**src/rtl/huff_pkg.sv**
```systemverilog
`default_nettype none
// +----------------------------------------------------------------------+
// | Module   : huff_pkg                                                  |
// | Purpose  : Shared defaults, FSM encoding and weight type for the     |
// |            Huffman min-queue.                                        |
// | Revision : 1.0 - initial release                                     |
// +----------------------------------------------------------------------+
package huff_pkg;

  localparam int unsigned c_w_default     = 4;
  localparam int unsigned c_depth_default = 8;

  typedef enum logic [1:0] {
    ST_LOAD     = 2'd0,
    ST_MERGE    = 2'd1,
    ST_WAIT_SUM = 2'd2,
    ST_DONE     = 2'd3
  } state_t;

  typedef logic [c_w_default-1:0] weight_t;

endpackage
`default_nettype wire

```
**src/rtl/huff_sort_cell.sv**
```systemverilog
`default_nettype none
// +----------------------------------------------------------------------+
// | Module   : huff_sort_cell                                            |
// | Purpose  : One slot of the sorted queue: holds, shift-inserts or     |
// |            shifts down by two on a pop.                              |
// | Revision : 1.0 - initial release                                     |
// +----------------------------------------------------------------------+
module huff_sort_cell
  import huff_pkg::*;
#(
  parameter int W = c_w_default
) (
  input  logic         clk,
  input  logic         rst,
  input  logic         i_clr,
  input  logic         i_ins,
  input  logic         i_pop,
  input  logic         i_occupied,
  input  logic         i_le_prev,
  input  logic [W-1:0] i_ins_data,
  input  logic [W-1:0] i_prev_data,
  input  logic [W-1:0] i_next2_data,
  output logic [W-1:0] o_data,
  output logic         o_le
);

  logic [W-1:0] r_data;
  logic         w_le;

  // "<=" keeps equal weights ahead of a newcomer, giving arrival order on ties
  assign w_le   = i_occupied && (r_data <= i_ins_data);
  assign o_le   = w_le;
  assign o_data = r_data;

  always_ff @(posedge clk or posedge rst) begin
    if (rst) begin
      r_data <= '0;
    end else if (i_clr) begin
      r_data <= '0;
    end else if (i_ins) begin
      if (!w_le) begin
        r_data <= i_le_prev ? i_ins_data : i_prev_data;
      end
    end else if (i_pop) begin
      r_data <= i_next2_data;
    end
  end

endmodule
`default_nettype wire

```
**src/rtl/huff_min_queue.sv**
```systemverilog
`default_nettype none
// +----------------------------------------------------------------------+
// | Module   : huff_min_queue                                            |
// | Purpose  : Sorted min-queue feeding an external adder for Huffman    |
// |            tree reduction. Optional HUFF_MIN_QUEUE_STATS_EN adds a   |
// |            merge_cnt output counting issued pairs.                   |
// | Revision : 1.0 - initial release                                     |
// +----------------------------------------------------------------------+
module huff_min_queue
  import huff_pkg::*;
#(
  parameter int W     = c_w_default,
  parameter int DEPTH = c_depth_default
) (
  input  logic                       clk,
  input  logic                       rst,
  input  logic                       start,
  input  logic                       load_valid,
  input  logic [W-1:0]               load_data,
  input  logic                       load_last,
  output logic                       load_ready,
  output logic [W-1:0]               min_1,
  output logic [W-1:0]               min_2,
  output logic                       pair_valid,
  input  logic                       sum_valid,
  input  logic [W-1:0]               sum_in,
  output logic [$clog2(DEPTH+1)-1:0] count,
  output logic                       done,
  output logic [W-1:0]               root,
  output logic                       err
`ifdef HUFF_MIN_QUEUE_STATS_EN
  ,
  output logic [$clog2(DEPTH)-1:0]   merge_cnt
`endif
);

  localparam int c_cnt_w = $clog2(DEPTH+1);
  localparam logic [c_cnt_w-1:0] c_depth_cnt = c_cnt_w'(DEPTH);
  localparam logic [c_cnt_w-1:0] c_one       = c_cnt_w'(1);
  localparam logic [c_cnt_w-1:0] c_two       = c_cnt_w'(2);

  state_t             r_state;
  logic [c_cnt_w-1:0] r_count;
  logic [W-1:0]       r_min_1;
  logic [W-1:0]       r_min_2;
  logic [W-1:0]       r_root;
  logic               r_pair_valid;
  logic               r_done;
  logic               r_err;

  logic               w_ins;
  logic               w_pop;
  logic [W-1:0]       w_ins_data;
  logic               w_not_full;
  logic [W-1:0]       w_data [DEPTH];
  logic [DEPTH-1:0]   w_le;

  assign w_not_full = (r_count < c_depth_cnt);

  always_comb begin
    w_ins      = 1'b0;
    w_pop      = 1'b0;
    w_ins_data = load_data;
    if (!start) begin
      case (r_state)
        ST_LOAD:     w_ins = load_valid && w_not_full;
        ST_MERGE:    w_pop = (r_count >= c_two);
        ST_WAIT_SUM: begin
          w_ins      = sum_valid;
          w_ins_data = sum_in;
        end
        default: ;
      endcase
    end
  end

  generate
    for (genvar i = 0; i < DEPTH; i++) begin : g_cell
      logic         w_le_prev;
      logic [W-1:0] w_prev;
      logic [W-1:0] w_next2;

      if (i == 0) begin : g_head
        assign w_le_prev = 1'b1;
        assign w_prev    = '0;
      end else begin : g_body
        assign w_le_prev = w_le[i-1];
        assign w_prev    = w_data[i-1];
      end

      if (i + 2 < DEPTH) begin : g_next
        assign w_next2 = w_data[i+2];
      end else begin : g_tail
        assign w_next2 = '0;
      end

      huff_sort_cell #(
        .W (W)
      ) u_cell (
        .clk          (clk),
        .rst          (rst),
        .i_clr        (start),
        .i_ins        (w_ins),
        .i_pop        (w_pop),
        .i_occupied   (32'(r_count) > i),
        .i_le_prev    (w_le_prev),
        .i_ins_data   (w_ins_data),
        .i_prev_data  (w_prev),
        .i_next2_data (w_next2),
        .o_data       (w_data[i]),
        .o_le         (w_le[i])
      );
    end
  endgenerate

  always_ff @(posedge clk or posedge rst) begin
    if (rst) begin
      r_state      <= ST_LOAD;
      r_count      <= '0;
      r_min_1      <= '0;
      r_min_2      <= '0;
      r_root       <= '0;
      r_pair_valid <= 1'b0;
      r_done       <= 1'b0;
      r_err        <= 1'b0;
    end else begin
      r_pair_valid <= 1'b0;
      if (start) begin
        r_state <= ST_LOAD;
        r_count <= '0;
        r_done  <= 1'b0;
        r_err   <= 1'b0;
      end else begin
        case (r_state)
          ST_LOAD: begin
            if (load_valid) begin
              if (w_not_full) begin
                r_count <= r_count + c_one;
                if (load_last) begin
                  r_state <= ST_MERGE;
                end
              end else begin
                r_err <= 1'b1;
              end
            end else if (load_last && (r_count == '0)) begin
              r_err <= 1'b1;
            end
          end
          ST_MERGE: begin
            if (r_count >= c_two) begin
              r_min_1      <= w_data[0];
              r_min_2      <= w_data[1];
              r_pair_valid <= 1'b1;
              r_count      <= r_count - c_two;
              r_state      <= ST_WAIT_SUM;
            end else begin
              r_root  <= w_data[0];
              r_done  <= 1'b1;
              r_state <= ST_DONE;
            end
          end
          ST_WAIT_SUM: begin
            if (sum_valid) begin
              r_count <= r_count + c_one;
              r_state <= ST_MERGE;
            end
          end
          default: r_done <= 1'b1;
        endcase
        // leaves offered after loading has finished are a protocol violation
        if (load_valid && (r_state != ST_LOAD)) begin
          r_err <= 1'b1;
        end
      end
    end
  end

`ifdef HUFF_MIN_QUEUE_STATS_EN
  logic [$clog2(DEPTH)-1:0] r_merge_cnt;

  always_ff @(posedge clk or posedge rst) begin
    if (rst) begin
      r_merge_cnt <= '0;
    end else if (start) begin
      r_merge_cnt <= '0;
    end else if (w_pop) begin
      r_merge_cnt <= r_merge_cnt + 1'b1;
    end
  end

  assign merge_cnt = r_merge_cnt;
`endif

  assign load_ready = (r_state == ST_LOAD) && w_not_full;
  assign min_1      = r_min_1;
  assign min_2      = r_min_2;
  assign pair_valid = r_pair_valid;
  assign count      = r_count;
  assign done       = r_done;
  assign root       = r_root;
  assign err        = r_err;

endmodule
`default_nettype wire
```
**config.mk**
```make
export PLATFORM = sky130hd
export DESIGN_NAME = huff_min_queue
export DESIGN_NICKNAME = d
export VERILOG_FILES = /design/src/rtl/huff_pkg.sv /design/src/rtl/huff_sort_cell.sv /design/src/rtl/huff_min_queue.sv
export SDC_FILE = /design/constraint.sdc
export NUM_CORES = 1
export LEC_CHECK = 0
export BUFFER_PORTS_ARGS = -buffer_cell sky130_fd_sc_hd__buf_2
export CAP_MARGIN = 30
export CORE_MARGIN = 1
export CORE_UTILIZATION = 37
export DETAILED_ROUTE_END_ITERATION = 10
export GPL_TIMING_DRIVEN = 0
export SLEW_MARGIN = 25
export SYNTH_ARGS = -nofsm -noshare
export SYNTH_HDL_FRONTEND = slang
export SYNTH_HIERARCHICAL = 1
export SYNTH_SLANG_ARGS = --single-unit
```
**constraint.sdc**
```tcl
create_clock -name clk -period 8 [get_ports clk]
set_input_delay 0.4 -clock clk [delete_from_list [all_inputs] [get_ports clk]]
set_output_delay 0.4 -clock clk [all_outputs]
set_load 0.01 [all_outputs]
```
[Word-level counts from Yosys, hierarchy flattened]
Cells that the tools add are included.
Word-level totals
  register bits: 53
  input bits: 14
  output and inout port bits: 20
  word-level logic and storage cells: 159
Operators by class
  add/sub/neg operators: 2
  $lt $le $gt $ge: 18
  equality and inequality tests: 18
  multiplexer cells: 69
  bitwise operators: 2
  reduce and logical (&&, ||, !) cells: 34
Operator list (number)
  4-bit two-way mux: 45
  3-bit inequality test, second input constant: 14
  4-bit less-or-equal comparator: 8
  2-bit AND reduction: 9
  4-bit by 3-bit greater-than comparator with 1-bit output, second input constant: 4
  1-bit two-way mux: 15
  1-bit logical AND: 12
  4-bit case mux with 3 select lines: 1
  2-bit two-way mux: 5
  5-bit AND reduction: 2
  3-bit AND reduction: 3
  4-bit by 1-bit greater-than comparator with 1-bit output, second input constant: 2
  4-bit by 2-bit greater-than comparator with 1-bit output, second input constant: 2
  4-bit nonzero test: 2
  2-bit case mux with 3 select lines: 1
  3-bit nonzero test: 2
  4-bit by 1-bit adder with 4-bit output, second input constant: 1
  4-bit by 2-bit greater-or-equal comparator with 1-bit output, second input constant: 1
  4-bit zero test: 1
  4-bit less-than comparator, second input constant: 1
  4-bit by 3-bit inequality test with 1-bit output, second input constant: 1
  1-bit case mux with 2 select lines: 2
  4-bit by 2-bit subtractor with 4-bit output, second input constant: 1
  2-bit by 1-bit equality test with 1-bit output, second input constant: 1
  other kinds (6): 7

[Depth between registers and ports, before layout]
  word-level depth: 9
  gate-level depth with buffers: 14
  depth with buffers taken out: 13

[Hierarchy]
The synthesis kept the hierarchy.
By module, submodules not included
  huff_sort_cell: times used 8, cells an instance 40, area each 395.4 µm², sequential area each 100.1 µm²
  huff_min_queue: times used 1, cells an instance 115, area each 1265.0 µm², sequential area each 525.5 µm²

[Worst setup path before layout]
Ideal clock, no wire load.
  path type: flip-flop to flip-flop
  start: reg r_state[0]
  end: reg g_cell[2].u_cell.r_data[1]
  setup time: 0.125 ns
  data arrival time: 2.950 ns
  required time: 7.875 ns
  path slack: 4.925 ns
  cell stages (with the launch flop): 15
  buffers on the path: 1
  period minus slack after synthesis: 3.075 ns
  path through: dfrtp_1 -> inv_1 -> ha_1 -> nor2b_1 -> mux2_2 -> inv_1 -> ha_1 -> nor2b_4 -> o211ai_2 -> a21oi_2 -> and2b_2 -> clkbuf_1 -> mux2i_1 -> a211oi_1 -> mux2_2
On the way
  cells in the longest elaborated chain, start to end: 9
  elaborated cells between the ends (all ways): 20
  those cells by class: order compare: 2; eq/ne: 3; mux: 10; reduce/logical: 5
RTL lines
  start, declared: line huff_min_queue.sv:42  | state_t r_state;
  start signal, assigned: line huff_min_queue.sv:118  | r_state <= ST_LOAD;
  start signal, assigned: line huff_min_queue.sv:129  | r_state <= ST_LOAD;
  start signal, assigned: line huff_min_queue.sv:140  | r_state <= ST_MERGE;
  2-bit equality test: line huff_min_queue.sv:65  | case (r_state)
  4-bit two-way mux: line huff_min_queue.sv:65
  4-bit two-way mux: line huff_min_queue.sv:64  | if (!start) begin
  via w_ins_data[1]: line huff_min_queue.sv:53  | logic [W-1:0] w_ins_data;
  4-bit less-or-equal comparator: line huff_sort_cell.sv:31  | assign w_le = i_occupied && (r_data <= i_ins_data);
  1-bit logical AND: line huff_sort_cell.sv:31
  via g_cell[2].w_le_prev: line huff_min_queue.sv:79  | logic w_le_prev;
  4-bit two-way mux: line huff_sort_cell.sv:42  | r_data <= i_le_prev ? i_ins_data : i_prev_data;
  4-bit two-way mux: line huff_sort_cell.sv:41  | if (!w_le) begin
  4-bit two-way mux: line huff_sort_cell.sv:40  | end else if (i_ins) begin
  4-bit two-way mux: line huff_sort_cell.sv:38  | end else if (i_clr) begin
  end signal, assigned: line huff_sort_cell.sv:42
  end signal, assigned: line huff_sort_cell.sv:45  | r_data <= i_next2_data;
  end, declared: line huff_sort_cell.sv:27  | logic [W-1:0] r_data;
The timed path passes the listed nets, and every way through them passes these cells. The select of a mux whose other input is x is not followed.
A chain may end at the register's enable or synchronous reset.

[Worst setup path in the final report]
  start: reg r_state[0]
  end: reg g_cell[5].u_cell.r_data[1]
On the way
  cells in the longest elaborated chain, start to end: 9
  elaborated cells between the ends (all ways): 20
  those cells by class: order compare: 2; eq/ne: 3; mux: 10; reduce/logical: 5
RTL lines (line)
  2-bit equality test: huff_min_queue.sv:65
  4-bit two-way mux: huff_min_queue.sv:65
  4-bit two-way mux: huff_min_queue.sv:64
  via w_ins_data[1]: huff_min_queue.sv:53
  4-bit less-or-equal comparator: huff_sort_cell.sv:31
  1-bit logical AND: huff_sort_cell.sv:31
  via g_cell[5].w_le_prev: huff_min_queue.sv:79
  4-bit two-way mux: huff_sort_cell.sv:42
  4-bit two-way mux: huff_sort_cell.sv:41
  4-bit two-way mux: huff_sort_cell.sv:40
  4-bit two-way mux: huff_sort_cell.sv:38
  end signal, assigned: huff_sort_cell.sv:42
  end signal, assigned: huff_sort_cell.sv:45
  end, declared: huff_sort_cell.sv:27
The timed path passes the listed nets, and every way through them passes these cells. The select of a mux whose other input is x is not followed.

==> insert_results.sql <==
INSERT INTO impl_metrics (metric_group, metric, value, unit) VALUES
('status', 'run_status', 'finished, violations left', ''),
('status', 'failed_checks', 'DRC', ''),
('clock_tree', 'clock_insertion_delay_worst_skew', '0.29', 'ns'),
('global_routing', 'grt-ovfl-total', '0', ''),
('yosys', 'avg_cell_area_syn', '10.2', 'sq um'),
('global_routing', 'wire_length_of_the_first_global_routing_pass', '17.5', 'mm'),
('finish', 'layout-area-overhead-vs-synth', '13.1', '%'),
('setup_path', 'worst_r2r_path_depth', '14', ''),
('timing', 'fin_hold_viols', '0', ''),
('clock_tree', 'number_of_clock_sinks', '53', ''),
('setup_path', 'crit_buf_inv', '3', ''),
('clock_tree', 'htree_levels', '2', ''),
('timing', 'timing.final.setup_violations', '0', ''),
('setup_path', 'worstReg2RegEnd', 'g_cell[5].u_cell/o_data[1]', ''),
('power', 'power.static_leakage', '2.41', 'nW'),
('clock_tree', 'clock_path_buffers', '2', ''),
('clock_tree', 'tritoncts', 'built', ''),
('finish', 'finish.cell_count_without_fillers', '630', ''),
('power', 'power.density', '280', 'nW/um^2'),
('floorplanning', 'fp.dieArea', '12400', 'sq um'),
('yosys', 'yosys_warnings', '6', ''),
('floorplanning', 'placementRows', '39', ''),
('placement', 'weighted_congestion_at_the_end_of_routability_driven_global_placement', '0.762', ''),
('floorplanning', 'die-width', '111', 'um'),
('clock_tree', 'clk_root_buffer_cell', 'sky130_fd_sc_hd__clkbuf_16', ''),
('routing', 'first_pass_iters', '7', ''),
('timing', 'worst-slew-pin-transition', '0.875', 'ns'),
('power', 'cellInternalPower', '0.835', 'mW'),
('finish', 'final_area', '5000', 'sq um'),
('global_routing', 'grt_max_degree', '29', ''),
('yosys', 'syn-instance-count', '434', ''),
('routing', 'drtIter0Drc', '141', ''),
('timing', 'tightest_slew_margin_relative_to_the_limit', '41.7', '%'),
('yosys', 'synth_area', '4420', 'sq um'),
('timing', 'worst_clock_skew', '0.00560', 'ns'),
('routing', 'drc', '8', ''),
('clock_tree', 'worst_setup_hold_path_clk_slew', '0.07', 'ns'),
('timing', 'fmax', '0.280', 'GHz'),
('timing', 'rsz0062_at_grt', 'false', ''),
('setup_path', 'cp_top_family', 'multiplexers', ''),
('power', 'worst_ir_drop_vdd', '0.100', 'mV'),
('floorplanning', 'ios', '34', ''),
('setup_path', 'endpoint_kind', 'flop', ''),
('floorplanning', 'effective_utilization_at_floorplan', '38.4', '%'),
('routing', 'routed_wire_length_per_instance', '16.7', 'um'),
('power', 'net-switching-power', '0.564', 'mW'),
('global_routing', 'global_route.usage.met3', '2.62', '%'),
('global_routing', 'first_global_vias', '3446', ''),
('setup_path', 'crit_fanout', '16', ''),
('setup_path', 'required_arrival_time_at_the_worst_endpoint', '8.18', 'ns'),
('placement', 'placement.cell_area', '4830', 'sq um'),
('global_routing', 'antenna_violations_before_repair', '0', ''),
('timing', 'fin_tns_setup', '0', 'ns'),
('floorplanning', 'design.core.area', '11500', 'sq um'),
('finish', 'num-nets-final', '542', ''),
('global_routing', 'track_usage', '17.9', '%'),
('routing', 'vias', '3303', ''),
('floorplanning', 'die_height', '111', 'um'),
('setup_path', 'rrSetupSlack', '4.43', 'ns'),
('setup_path', 'timing_worst_setup_path_type', 'reg -> reg', ''),
('worst_hold_path', 'min-delay-path-class', 'in -> async', ''),
('power', 'switching_share', '40.3', '%'),
('placement', 'io_buffer_count', '33', ''),
('power', 'sequentialPowerShare', '30.8', '%'),
('timing', 'final_period_minus_worst_setup_slack', '3.57', 'ns'),
('setup_path', 'rr_startpoint', 'r_state[0]', ''),
('setup_path', 'crit_arrival', '3.75', 'ns'),
('power', 'clock_power_share', '17.5', '%'),
('finish', 'nFillCells', '1105', ''),
('routing', 'dr_vias_cell', '5.24', ''),
('placement', 'place_hpwl', '7.79', 'mm');
-- routing by layer --
metal / routed length [um] / vias up
met5: 0 / -
met4: 169 / 0
met3: 321 / 13
met2: 5190 / 53
met1: 4860 / 1613
li1: - / 1624
-- final cells by class --
cell class,count,area (sq um),area share [%]
multi-input combinational,321,2860,57.2
sequential,53,1330,26.5
inverter,50,188,3.76
timing repair buffer,34,185,3.71
tap,143,179,3.58
clock buffer,6,129,2.58
buffer,21,93.8,1.88
clock inverter,2,38.8,0.776
-- registers in the layout, summed over array words and instances, names as in the netlist --
register	flops
min_1	4
min_2	4
done	1
r_state	2
pair_valid	1
err	1
g_cell.u_cell/o_data	32
root	4
count	4
-- power groups by stage --
stage               Clock [mW]  Combinational (mW)  Sequential, mW
finish                   0.245               0.723           0.431
CTS                      0.252               0.726           0.433
global placement             0               0.699           0.435
floorplan                    0               0.558           0.415
global route             0.263               0.797           0.442
detailed placement           0               0.722           0.437
-- worst max-delay path by stage --
stage,to,slack [ns],cells after the start,start
global placement,g_cell[5].u_cell/o_data[1],3.88,13,start
detailed placement,g_cell[5].u_cell/o_data[1],4.33,13,start
CTS,g_cell[5].u_cell/o_data[1],4.41,14,r_state[0]
floorplan,g_cell[2].u_cell/o_data[1],4.93,14,r_state[0]
global route,g_cell[3].u_cell/o_data[3],4.17,13,r_state[0]
finish,g_cell[5].u_cell/o_data[1],4.43,14,r_state[0]
-- cell usage in the layout (no fill, tap or decap), types with 12 or more instances in the layout --
cell type,instances
sky130_fd_sc_hd__ha_1,42
sky130_fd_sc_hd__inv_1,50
sky130_fd_sc_hd__mux2_2,32
sky130_fd_sc_hd__a211oi_1,27
sky130_fd_sc_hd__dfrtp_1,53
sky130_fd_sc_hd__clkbuf_1,12
sky130_fd_sc_hd__a21oi_1,21
sky130_fd_sc_hd__conb_1,13
sky130_fd_sc_hd__mux2i_1,42
sky130_fd_sc_hd__nor2_1,50
sky130_fd_sc_hd__buf_2,42
-- metrics by stage --
stage / hold WS (ns) / utilization (%) / total power, mW / setup WS [ns]
2_1_floorplan: 0.166 / - / 0.973 / 4.93
3_3_place_gp: 0.428 / 41.7 / 1.13 / 3.88
3_5_place_dp: 0.433 / 41.9 / 1.16 / 4.33
4_1_cts: 0.114 / 43.4 / 1.41 / 4.41
5_1_grt: 0.121 / 43.4 / 1.50 / 4.17
6_report: 0.109 / 43.4 / 1.40 / 4.43
(Power assumes the default switching activity.)
